File: src/rtl/load_store_unit.sv
// Load/store unit: drives a req/ack data bus from the execute stage and stalls the core until the access completes.
// Optional build macro MISALIGN_TRAP_EN: misaligned half/word accesses trap without a bus request.
module load_store_unit #(
    parameter int TIMEOUT_CYC = 255
) (
    input  logic        clk,
    input  logic        rst,
    input  logic        mem_read,
    input  logic        mem_write,
    input  logic [2:0]  func3,
    input  logic [31:0] addr,
    input  logic [31:0] wdata,
    output logic        stall,
    output logic [31:0] load_data,
    output logic        lsu_err,
    output logic        bus_req,
    output logic        bus_we,
    output logic [31:0] bus_addr,
    output logic [3:0]  bus_be,
    output logic [31:0] bus_wdata,
    input  logic        bus_ack,
    input  logic [31:0] bus_rdata
);

    typedef enum logic [1:0] {IDLE, REQ, DONE} state_t;

    localparam int CW = (TIMEOUT_CYC > 1) ? $clog2(TIMEOUT_CYC) : 1;
    localparam logic [CW-1:0] CNT_LAST = CW'((TIMEOUT_CYC > 0) ? TIMEOUT_CYC - 1 : 0);

    state_t        state;
    logic [2:0]    f3_q;
    logic [1:0]    off_q;
    logic [CW-1:0] tmo_cnt;

    logic          op_req;
    logic          trap;
    logic          timeout_hit;
    logic [3:0]    be_next;
    logic [31:0]   wd_next;
    logic [1:0]    lane;
    logic [31:0]   shifted;
    logic [31:0]   fmt_rdata;

    assign op_req      = mem_read | mem_write;
    assign timeout_hit = (TIMEOUT_CYC != 0) && (tmo_cnt == CNT_LAST);

    // NOTE: every signal driven from always_comb gets a default first, so no path can infer a latch.
    always_comb begin
        be_next = 4'b1111;
        wd_next = wdata;
        unique case (func3[1:0])
            2'b00: begin
                be_next = 4'b0001 << addr[1:0];
                wd_next = {4{wdata[7:0]}};
            end
            2'b01: begin
                be_next = 4'b0011 << {addr[1], 1'b0};
                wd_next = {2{wdata[15:0]}};
            end
            default: begin
                be_next = 4'b1111;
                wd_next = wdata;
            end
        endcase
    end

`ifdef MISALIGN_TRAP_EN
    always_comb begin
        trap = 1'b0;
        unique case (func3[1:0])
            2'b00:   trap = 1'b0;
            2'b01:   trap = addr[0];
            default: trap = |addr[1:0];
        endcase
    end
`else
    assign trap = 1'b0;
`endif

    // Load path works from the captured func3/offset, so it is stable for the whole REQ phase.
    always_comb begin
        lane      = 2'b00;
        fmt_rdata = bus_rdata;
        unique case (f3_q[1:0])
            2'b00:   lane = off_q;
            2'b01:   lane = {off_q[1], 1'b0};
            default: lane = 2'b00;
        endcase
        shifted = bus_rdata >> {lane, 3'b000};
        unique case (f3_q[1:0])
            2'b00:   fmt_rdata = {{24{~f3_q[2] & shifted[7]}}, shifted[7:0]};
            2'b01:   fmt_rdata = {{16{~f3_q[2] & shifted[15]}}, shifted[15:0]};
            default: fmt_rdata = bus_rdata;
        endcase
    end

    always_comb begin
        stall = 1'b0;
        unique case (state)
            IDLE:    stall = op_req;
            REQ:     stall = 1'b1;
            default: stall = 1'b0;
        endcase
    end

    // NOTE: state registers use non-blocking assignments so every flop samples pre-edge values.
    always_ff @(posedge clk) begin
        if (rst) begin
            state     <= IDLE;
            f3_q      <= '0;
            off_q     <= '0;
            tmo_cnt   <= '0;
            load_data <= '0;
            lsu_err   <= 1'b0;
            bus_req   <= 1'b0;
            bus_we    <= 1'b0;
            bus_addr  <= '0;
            bus_be    <= '0;
            bus_wdata <= '0;
        end else begin
            unique case (state)
                IDLE: begin
                    lsu_err <= 1'b0;
                    if (op_req) begin
                        bus_addr  <= {addr[31:2], 2'b00};
                        bus_be    <= be_next;
                        bus_we    <= mem_write;
                        bus_wdata <= wd_next;
                        f3_q      <= func3;
                        off_q     <= addr[1:0];
                        tmo_cnt   <= '0;
                        if (trap) begin
                            load_data <= '0;
                            lsu_err   <= 1'b1;
                            state     <= DONE;
                        end else begin
                            bus_req <= 1'b1;
                            state   <= REQ;
                        end
                    end
                end
                REQ: begin
                    // An ack arriving in the timeout cycle still completes normally.
                    if (bus_ack) begin
                        bus_req <= 1'b0;
                        if (!bus_we) begin
                            load_data <= fmt_rdata;
                        end
                        state <= DONE;
                    end else if (timeout_hit) begin
                        bus_req   <= 1'b0;
                        load_data <= '0;
                        lsu_err   <= 1'b1;
                        state     <= DONE;
                    end else begin
                        tmo_cnt <= tmo_cnt + 1'b1;
                    end
                end
                DONE: begin
                    lsu_err <= 1'b0;
                    state   <= IDLE;
                end
                default: state <= IDLE;
            endcase
        end
    end

endmodule
File: config.mk
export PLATFORM = sky130hd
export DESIGN_NAME = load_store_unit
export DESIGN_NICKNAME = d
export VERILOG_FILES = /design/src/rtl/load_store_unit.sv
export SDC_FILE = /design/constraint.sdc
export NUM_CORES = 1
export LEC_CHECK = 0
export CAP_MARGIN = 25
export CORE_ASPECT_RATIO = 0.9
export CORE_MARGIN = 5
export CORE_UTILIZATION = 47
export CTS_CLUSTER_SIZE = 20
export DETAILED_ROUTE_END_ITERATION = 10
export PLACE_DENSITY = 0.84
export SETUP_SLACK_MARGIN = 0.15
export SYNTH_ARGS = -nofsm -noshare
export SYNTH_HDL_FRONTEND = slang
export SYNTH_SLANG_ARGS = --single-unit
File: constraint.sdc
create_clock -name clk -period 3.5 [get_ports clk]
set_input_delay 0.7 -clock clk [delete_from_list [all_inputs] [get_ports clk]]
set_output_delay 0.7 -clock clk [all_outputs]
set_load 0.02 [all_outputs]
-- Word level (Yosys, flattened, before mapping)
Cells that the tools add are included.
- output and inout port bits: 104
- register bits after elaboration: 116
- logic and storage cells: 66
- input bits: 104
- reduce and logical (&&, ||, !) cells: 13
- add/subtract/negate cells: 1
- equality and inequality tests: 11
- bitwise logic cells: 4
- shift-type cells: 3
- mux-type cells: 23
- operators by type and width (kind ; number):
    case mux 32 bit (2 select lines) ; 2
    two-way mux 32 bit ; 3
    >> shifter 32 x 5 -> 16 bit ; 1
    two-way mux 8 bit ; 3
    case mux 8 bit (2 select lines) ; 1
    inequality test 2 bit, second input constant ; 5
    AND reduction 3 bit ; 3
    adder 8 x 1 -> 8 bit, second input constant ; 1
    == test 8 bit, second input constant ; 1
    case mux 2 bit (2 select lines) ; 2
    case mux 4 bit (2 select lines) ; 1
    == test 2 x 1 -> 1 bit, second input constant ; 3
    logical NOT 2 bit ; 3
    two-way mux 2 bit ; 3
    case mux 1 bit (2 select lines) ; 3
    nonzero test 2 bit ; 3
    two-way mux 1 bit ; 5
    AND reduction 2 bit ; 2
    AND reduction 4 bit ; 1
    << shifter 1 x 2 -> 4 bit, first input constant ; 1
    << shifter 2 x 2 -> 4 bit, first input constant ; 1
    inequality test 3 bit, second input constant ; 1
    AND 1 bit ; 2
    == test 2 bit, second input constant ; 1
    3 further kinds ; 3

-- Depth between registers and ports, before layout
Gate-level depths: netlist of run 1.
- depth after elaboration: 7
- gate-level depth with buffers: 8
- depth with buffers taken out: 7

-- Least setup slack after synthesis of run 1
No wires, ideal clock.
- kind: input-to-reg
- from: input rst
- to: register load_data[16]
- setup time: 0.059 ns
- stages on the path: 7
- data required time: 3.441 ns
- setup slack: 1.397 ns
- path buffers: 2
- data arrival time: 2.044 ns
- cells stage by stage: buf_2 -> nand2b_1 -> nor4_4 -> o211ai_2 -> a21oi_4 -> buf_6 -> a22o_1
- RTL lines (what ; RTL line ; text):
    start: declaration ; 7 ; input logic rst,
    end signal: assignment ; 147 ; load_data <= fmt_rdata;
    end: declaration ; 14 ; output logic [31:0] load_data,

-- Worst setup path after layout of run 1
- from: input mem_write
- to: output stall
- word-level cells in the longest chain between the ends: 2
- ends and longest elaborated chain (what ; RTL line ; text):
    start: declaration ; 9 ; input logic mem_write,
    bitwise OR 1 bit ; 44 ; assign op_req = mem_read | mem_write;
    case mux 1 bit (2 select lines) ; 99 ; unique case (state)
    end: declaration ; 13 ; output logic stall,
Every way passes these cells.

==> results by group, run 1 <==
Synth
  • Most frequent cells after synthesis: nand2_1 (149), dfxtp_1 (116), a21oi_1 (59), nor2_1 (59), o21ai_0 (37)
  • Mapped Cells: around 640
  • Complex-gate fraction of the synthesized area: 0.212
  • Cell with the most instances after synthesis: nand2_1
  • Number of flops mapped to enable cells by yosys: 0
  • Async set or reset register ratio after synthesis: 0
  • Synth cell types: 47
  • Portion of netlist area occupied by mux cells: 0.0448
  • Register bit count reported by yosys: 116
  • Leading cell types by total area after synthesis: dfxtp_1 (45%), nand2_1 (11%), a21oi_1 (5.7%), nor2_1 (4.3%), o21ai_0 (3.6%)
  • Post-synth top area share: 0.452
  • Most used flip-flop cell after synthesis: dfxtp_1
  • XOR/XNOR Fraction of Synth Area: 0.0102
  • Post-synthesis average cell area: about 8 µm²
  • Adder-cell share of the synthesized area: 0.00487
  • Share of synthesized cell area in and, or, nand and nor gates: 0.226
  • Area of the mapped netlist: between 5000 and 6000 µm²
  • Number of warning messages in the yosys log: 0
  • Register area share after synthesis: 0.452
  • Dominant combinational cell family by area after synthesis: simple AND/OR/NAND/NOR gates
  • Cell type with the largest total area after synthesis: dfxtp_1

Power and ir drop
  • Part of the power in combinational logic: 0.209
  • Power share of the clock group: 0.415
  • Largest voltage drop on the vdd net: 0.000418 V
  • Internal power: approximately 2.9 mW
  • Sequential share of power: 0.377
  • Total chip power: 3.96 mW
  • Static leakage: approximately 2.9 nW
  • Switching share of total power: 0.280
  • Power density over the cells: 508 nW/µm²
  • Switching component of the power: roughly 1.1 mW

Global routing
  • Number of global-route vias before repair: 5,533
  • Number of antenna violations at the first check in global routing: 0
  • Total gr overflow: 0
  • First-pass GRT wire length: ~27 mm
  • Largest net degree at the start of global routing: 81
  • Total global-route track usage: 0.257

Floorplanning
  • Horizontal die dimension: around 120 µm
  • Starting Density: 0.477
  • Floorplan die area: 13,100 µm²
  • Number of rows created at floorplan: 36
  • IO Count: approximately 210
  • CORE AREA: 10,800 µm²
  • Die Height: between 100 and 150 µm

Setup path
  • Startpoint type of the worst setup path: input pin
  • Cell chain of the critical path: clkdlybuf4s50_1, nor3_1, nor2_1, clkdlybuf4s50_1
  • Crit-path slowest cell: clkdlybuf4s50_1
  • Library cell appearing most often on the critical path: clkdlybuf4s50_1
  • Number of buffers and inverters on the critical path: 2
  • Critical Path Fanout Max: 4
  • Kind of capture point of the worst setup path: output pin
  • Largest delay contributor family on the critical path: buffers and inverters
  • CP peak stage delay: 610 ps
  • WP data required: around 2800 ps
  • Critical Path AT: ~2000 ps
  • Crit path kind: input pin to output pin

Finish
  • # nets final: about 930
  • Fill cells: slightly above 800
  • Proportion of layout cells with a drive suffix above 1: 0.0644
  • Area of the multi-input gates: about 2600 µm²
  • Ant. Diodes: 0
  • Register Area: between 2000 and 2500 µm²
  • Area growth syn-to-layout: 51.9%

CTS
  • Cts hold-fix bufs: 0
  • Number of buffers inserted during clock tree synthesis: 17
  • Number of buffers inserted by post-CTS setup repair: 0
  • Clock root cell: clkbuf_16
  • Cts repair resizes: 0
  • H-tree depth reported by CTS: 4
  • Clk sinks: 116
  • CTS tree: done
  • Clock transition time at the flip-flop clock pins of the worst setup and hold paths: about 50 ps
  • Bufs on Longest Clock Path: 2
  • Clock network latency to the later pin of the worst-skew pair: 420 ps

Routing
  • Post-detailed-route DRC marker count: 0
  • Total wire length: 16.7 mm
  • Vias after detailed routing: 5,445
  • Average via count per standard cell: about 5.6
  • Detail Route Antenna Nets: 0
  • Iteration-0 DRC count of the detailed router: around 440
  • Iteration count of the initial detailed-routing pass: 5
  • Routed length per instance: ~17 µm

Placement
  • Total of buffers placed on input and output ports: around 210
  • Estimated wirelength of the detail-placed design: about 12 mm
  • Global placement routability congestion: between 0.8 and 0.9

STA
  • Setup TNS after final layout: 0 ps
  • Layout Skew: 13.7 ps
  • Maximum clock frequency: 362 MHz
  • Final hold violations: 0
  • Relative slew slack: 0.389
  • Setup repair after global routing missed its margin: false
  • Post-layout minimum cycle time: roughly 2800 ps
  • Pin slew with the least headroom to its limit: a little over 900 ps
  • Final number of max-transition violations: 0
  • Finish-stage setup viols: 0
  • Period Utilization, post-route: 0.790

Status
  • Status: completed

Job
  • Max-capacitance violation count: 0

Hold path
  • Class of the tightest hold or removal check: flop to flop
[power groups by stage]
stage          sequential [mW]  clock [mW]  combinational [mW]
4_1_cts                   1.49        1.66               0.829
3_3_place_gp              1.51           0               0.803
2_1_floorplan             1.61           0               0.321
6_report                  1.49        1.64               0.826
5_1_grt                   1.51        1.72               0.892
3_5_place_dp              1.52           0               0.821
[state kept, by name, indices dropped and copies added, names as in the netlist]
| signal | flops |
|---|---|
| bus_wdata | 32 |
| bus_be | 4 |
| off_q | 2 |
| tmo_cnt | 8 |
| state | 2 |
| bus_addr | 30 |
| f3_q | 3 |
| load_data | 32 |
| bus_we | 1 |
| bus_req | 1 |
| lsu_err | 1 |
[layer usage]
layer  track usage  up-vias  wire [µm]
met5             0        -          0
met1         0.279     2558       6260
met4         0.112        0        469
li1              -     2582          -
met3         0.104       46       1720
met2         0.445      259       8240
[cells by family (layout without fill, tap and decap cells)]
logic type                 Yosys count  after routing
adders and majority gates            2              2
muxes                               22             22
DFF                                116            116
xor gates and xnor gates             6              6
other                                1              2
and+or+nand+nor                    267            267
buffers and inverters               59            255
AOI/OAI and AO/OA                  168            168
[through the flow]
step / util / area [µm²] / instances / setup slack [ps] / hold slack, ps
final: 0.725 / 7800 / 971 / 736 / 436
after global routing: 0.725 / 7800 / 971 / 714 / 476
after CTS: 0.725 / 7800 / 971 / 739 / 439
after detailed placement: 0.672 / 7240 / 939 / 715 / 433
after global placement: 0.672 / 7240 / 939 / 752 / 431
after floorplan: - / 5140 / 642 / 1400 / 471
[placed cells by master, fill, tap and decap left out, types with 4 or more instances in the layout]
cell type,instances
nor2_1,59
dfxtp_1,116
nand2b_1,21
a311oi_1,8
buf_4,9
nor3_1,18
o21ai_0,37
a211oi_1,10
a22o_1,17
o31ai_1,5
a22oi_1,7
clkdlybuf4s50_1,204
clkbuf_8,4
clkbuf_16,17
nand3_1,4
mux2i_1,17
xor2_1,6
nand2_1,149
mux2_2,4
inv_1,8
clkinvlp_4,4
a21oi_1,59
[worst register-to-register path, stage by stage (launching register included)]
cell	delay, ps
dfxtp_1	560
nand2b_1	770
mux2_2	420
a21oi_1	220
nor3_1	100
a221o_1	280
[path summary, 6_finish.rpt]
check | startpoint | end | slack (ps) | depth (start not counted)
worst max-delay path | mem_write | stall | 740 | 4
worst min-delay path | load_data[1] | load_data[1] | 440 | 2
worst max register to register | f3_q[0] | load_data[0] | 1030 | 5
worst min register to register | load_data[1] | load_data[1] | 440 | 2
[final cells by class]
type / count / share of cell area
clock inverter: 8 / 0.00962
inverter: 8 / 0.00385
timing repair buffer: 215 / 0.273
clock buffer: 24 / 0.0630
multi-input combinational: 467 / 0.331
tap: 133 / 0.0213
sequential: 116 / 0.298
No activity file was read; power rests on OpenSTA's default activity.
==> run 2, diff against run 1 <==
- CORE_UTILIZATION: 47 -> 39
- PLACE_DENSITY: 0.84 -> 0.74
- clock period: 3.5 -> 2.5 ns (I/O delays scaled with it)
==> run 2 against run 1 <==
- combinational power is 44% higher
- via count shrank 2.3%
- global-route usage decreased by 4.2 points
- total power grew 43%
- cell count is 4.3% higher
- register-to-register slack lost 650 ps
- largest power group unchanged
- highest routed layer unchanged
==> results by group, run 2 (synthesized netlist as in run 1, its figures left out) <==
Status
  • Status: completed

Finish
  • Share of the core filled with cells: 0.624 (-0.101)
  • Most used cells in the layout excluding fill and tap cells: clkdlybuf4s50_1 (204), nand2_1 (149), dfxtp_1 (116)
  • Largest registers: bus_wdata (32), load_data (32), bus_addr (30)
  • Proportion of layout cells with a drive suffix above 1: 0.0789 (+0.0145)
  • Most common library cell in the layout ignoring fill and taps: clkdlybuf4s50_1
  • Final instance count without filler cells: 1,013 (+4.3%)
  • # nets final: 943 (+1.3%)
  • Ant. Diodes: 0 (unchanged)
  • Area growth syn-to-layout: 55.3%

Routing
  • Detail Route Antenna Nets: 0 (unchanged)
  • Vias after detailed routing: 5,321 (-2.3%)
  • Iteration count of the initial detailed-routing pass: 5 (unchanged)
  • Routed length per instance: 16.5 µm (-3.7%)
  • Total wire length: 16.8 mm (+0.46%)
  • Post-detailed-route DRC marker count: 0 (unchanged)
  • Average via count per standard cell: 5.25 (-6.3%)
  • Iteration-0 DRC count of the detailed router: 329 (-26%)

CTS
  • Bufs on Longest Clock Path: 2 (unchanged)
  • Clock transition time at the flip-flop clock pins of the worst setup and hold paths: 50 ps (about the same)
  • Clock network latency to the later pin of the worst-skew pair: 420 ps (about the same)
  • H-tree depth reported by CTS: 4 (unchanged)
  • Cts repair resizes: 0 (unchanged)
  • CTS tree: done
  • Clock root cell: clkbuf_16
  • Number of buffers inserted during clock tree synthesis: 17 (unchanged)
  • Number of buffers inserted by post-CTS setup repair: 0 (unchanged)
  • Clk sinks: 116 (unchanged)
  • Cts hold-fix bufs: 0 (unchanged)

Global routing
  • Total global-route track usage: 0.215 (-0.0417)
  • Number of antenna violations at the first check in global routing: 0 (unchanged)
  • Largest net degree at the start of global routing: 67 (-17%)
  • Total gr overflow: 0 (unchanged)
  • First-pass GRT wire length: 26.7 mm (about the same)
  • Number of global-route vias before repair: 5,385 (-2.7%)

STA
  • Relative slew slack: 0.569 (+0.179)
  • Maximum clock frequency: roughly 450 MHz
  • Layout Skew: 4.79 ps (-8.90 ps)
  • Post-layout minimum cycle time: approximately 2200 ps
  • Pin slew with the least headroom to its limit: 646 ps (-270 ps)
  • Fin worst setup slack: 280 ps (-456 ps)
  • Final number of max-transition violations: 0 (unchanged)
  • Period Utilization, post-route: 0.888
  • Setup repair after global routing missed its margin: false
  • Finish-stage setup viols: 0 (unchanged)
  • Setup TNS after final layout: 0 ps (unchanged)
  • Final hold violations: 0 (unchanged)

Setup path
  • Reg-to-reg slack, setup: 380 ps (-650 ps)
  • CP peak stage delay: 610 ps (about the same)
  • Critical Path Fanout Max: 2 (-2)
  • Critical Path AT: 1720 ps (-340 ps)
  • Cell chain of the critical path: clkdlybuf4s50_1, nor3_1, nor2_1, clkdlybuf4s50_1
  • Kind of capture point of the worst setup path: output pin
  • Library cell appearing most often on the critical path: clkdlybuf4s50_1
  • WP data required: 2000 ps (-800 ps)
  • Crit path kind: input pin to output pin
  • Number of buffers and inverters on the critical path: 2 (unchanged)
  • Crit-path slowest cell: clkdlybuf4s50_1
  • Largest delay contributor family on the critical path: buffers and inverters
  • Startpoint type of the worst setup path: input pin

Power and ir drop
  • Total chip power: 5.67 mW (+43%)
  • Power density over the cells: 710 nW/µm² (+40%)
  • Largest voltage drop on the vdd net: 0.000509 V (+22%)
  • Static leakage: 3.00 nW (+2.9%)

Floorplanning
  • Horizontal die dimension: 131 µm (+9.0%)
  • Floorplan die area: 15,600 µm² (+19%)
  • CORE AREA: 12,800 µm² (+19%)
  • Number of rows created at floorplan: 39 (+8.3%)
  • Starting Density: 0.402 (-0.0754)
  • IO Count: 208 (unchanged)
  • Die Height: 119 µm (+8.9%)

Placement
  • Worst-case setup slack after placement: 27.1 ps (-688 ps)
  • Placed cells: 982 (+4.6%)
  • Estimated wirelength of the detail-placed design: 12.2 mm (+1.5%)
  • Global placement routability congestion: 0.858 (-3.1%)
  • Total of buffers placed on input and output ports: 205 (unchanged)

Job
  • Max-capacitance violation count: 0 (unchanged)

Hold path
  • Class of the tightest hold or removal check: flop to flop
==> run 2: worst min-delay path: stages, from the launching register on <==
cell and delay (ps):
dfxtp_1 310, nand2_1 50, nand2_1 40
==> run 2: path summary, 6_finish.rpt <==
check                from       endpoint  cells after the start
max reg2reg       f3_q[1]  load_data[24]                      5
min          load_data[3]   load_data[3]                      2
max             mem_write          stall                      4
min reg2reg  load_data[3]   load_data[3]                      2
==> run 2: power by group <==
part	internal (mW)	switching, mW
logic	0.562	0.625
clock network	1.56	0.841
registers	1.99	0.0919
total	4.11	1.56
==> run 2: area by class of cell <==
type                            count  area (µm²)
Clock buffer                       22         484
Multi-Input combinational cell    467        2580
Tap cell                          164         205
Clock inverter                      9         103
Timing Repair Buffer              227        2250
Sequential cell                   116        2320
Fill cell                        1088        4810
Inverter                            8        30.0
==> run 2: metrics by stage <==
step                      instance area (µm²)  hold WS (ps)
after floorplan                          5140           471
after global placement                   7390           433
after detailed placement                 7390           442
after CTS                                7980           449
after global routing                     7980           466
final                                    7980           444
==> run 2: per-layer routing <==
metal | share of wire | GRT usage | wire length, µm | up-vias
met5 | 0 | 0 | 0 | -
met1 | 0.41 | 0.260 | 6830 | 2486
met3 | 0.10 | 0.0895 | 1690 | 33
met4 | 0.020 | 0.0893 | 340 | 0
li1 | - | - | - | 2597
met2 | 0.47 | 0.336 | 7910 | 205
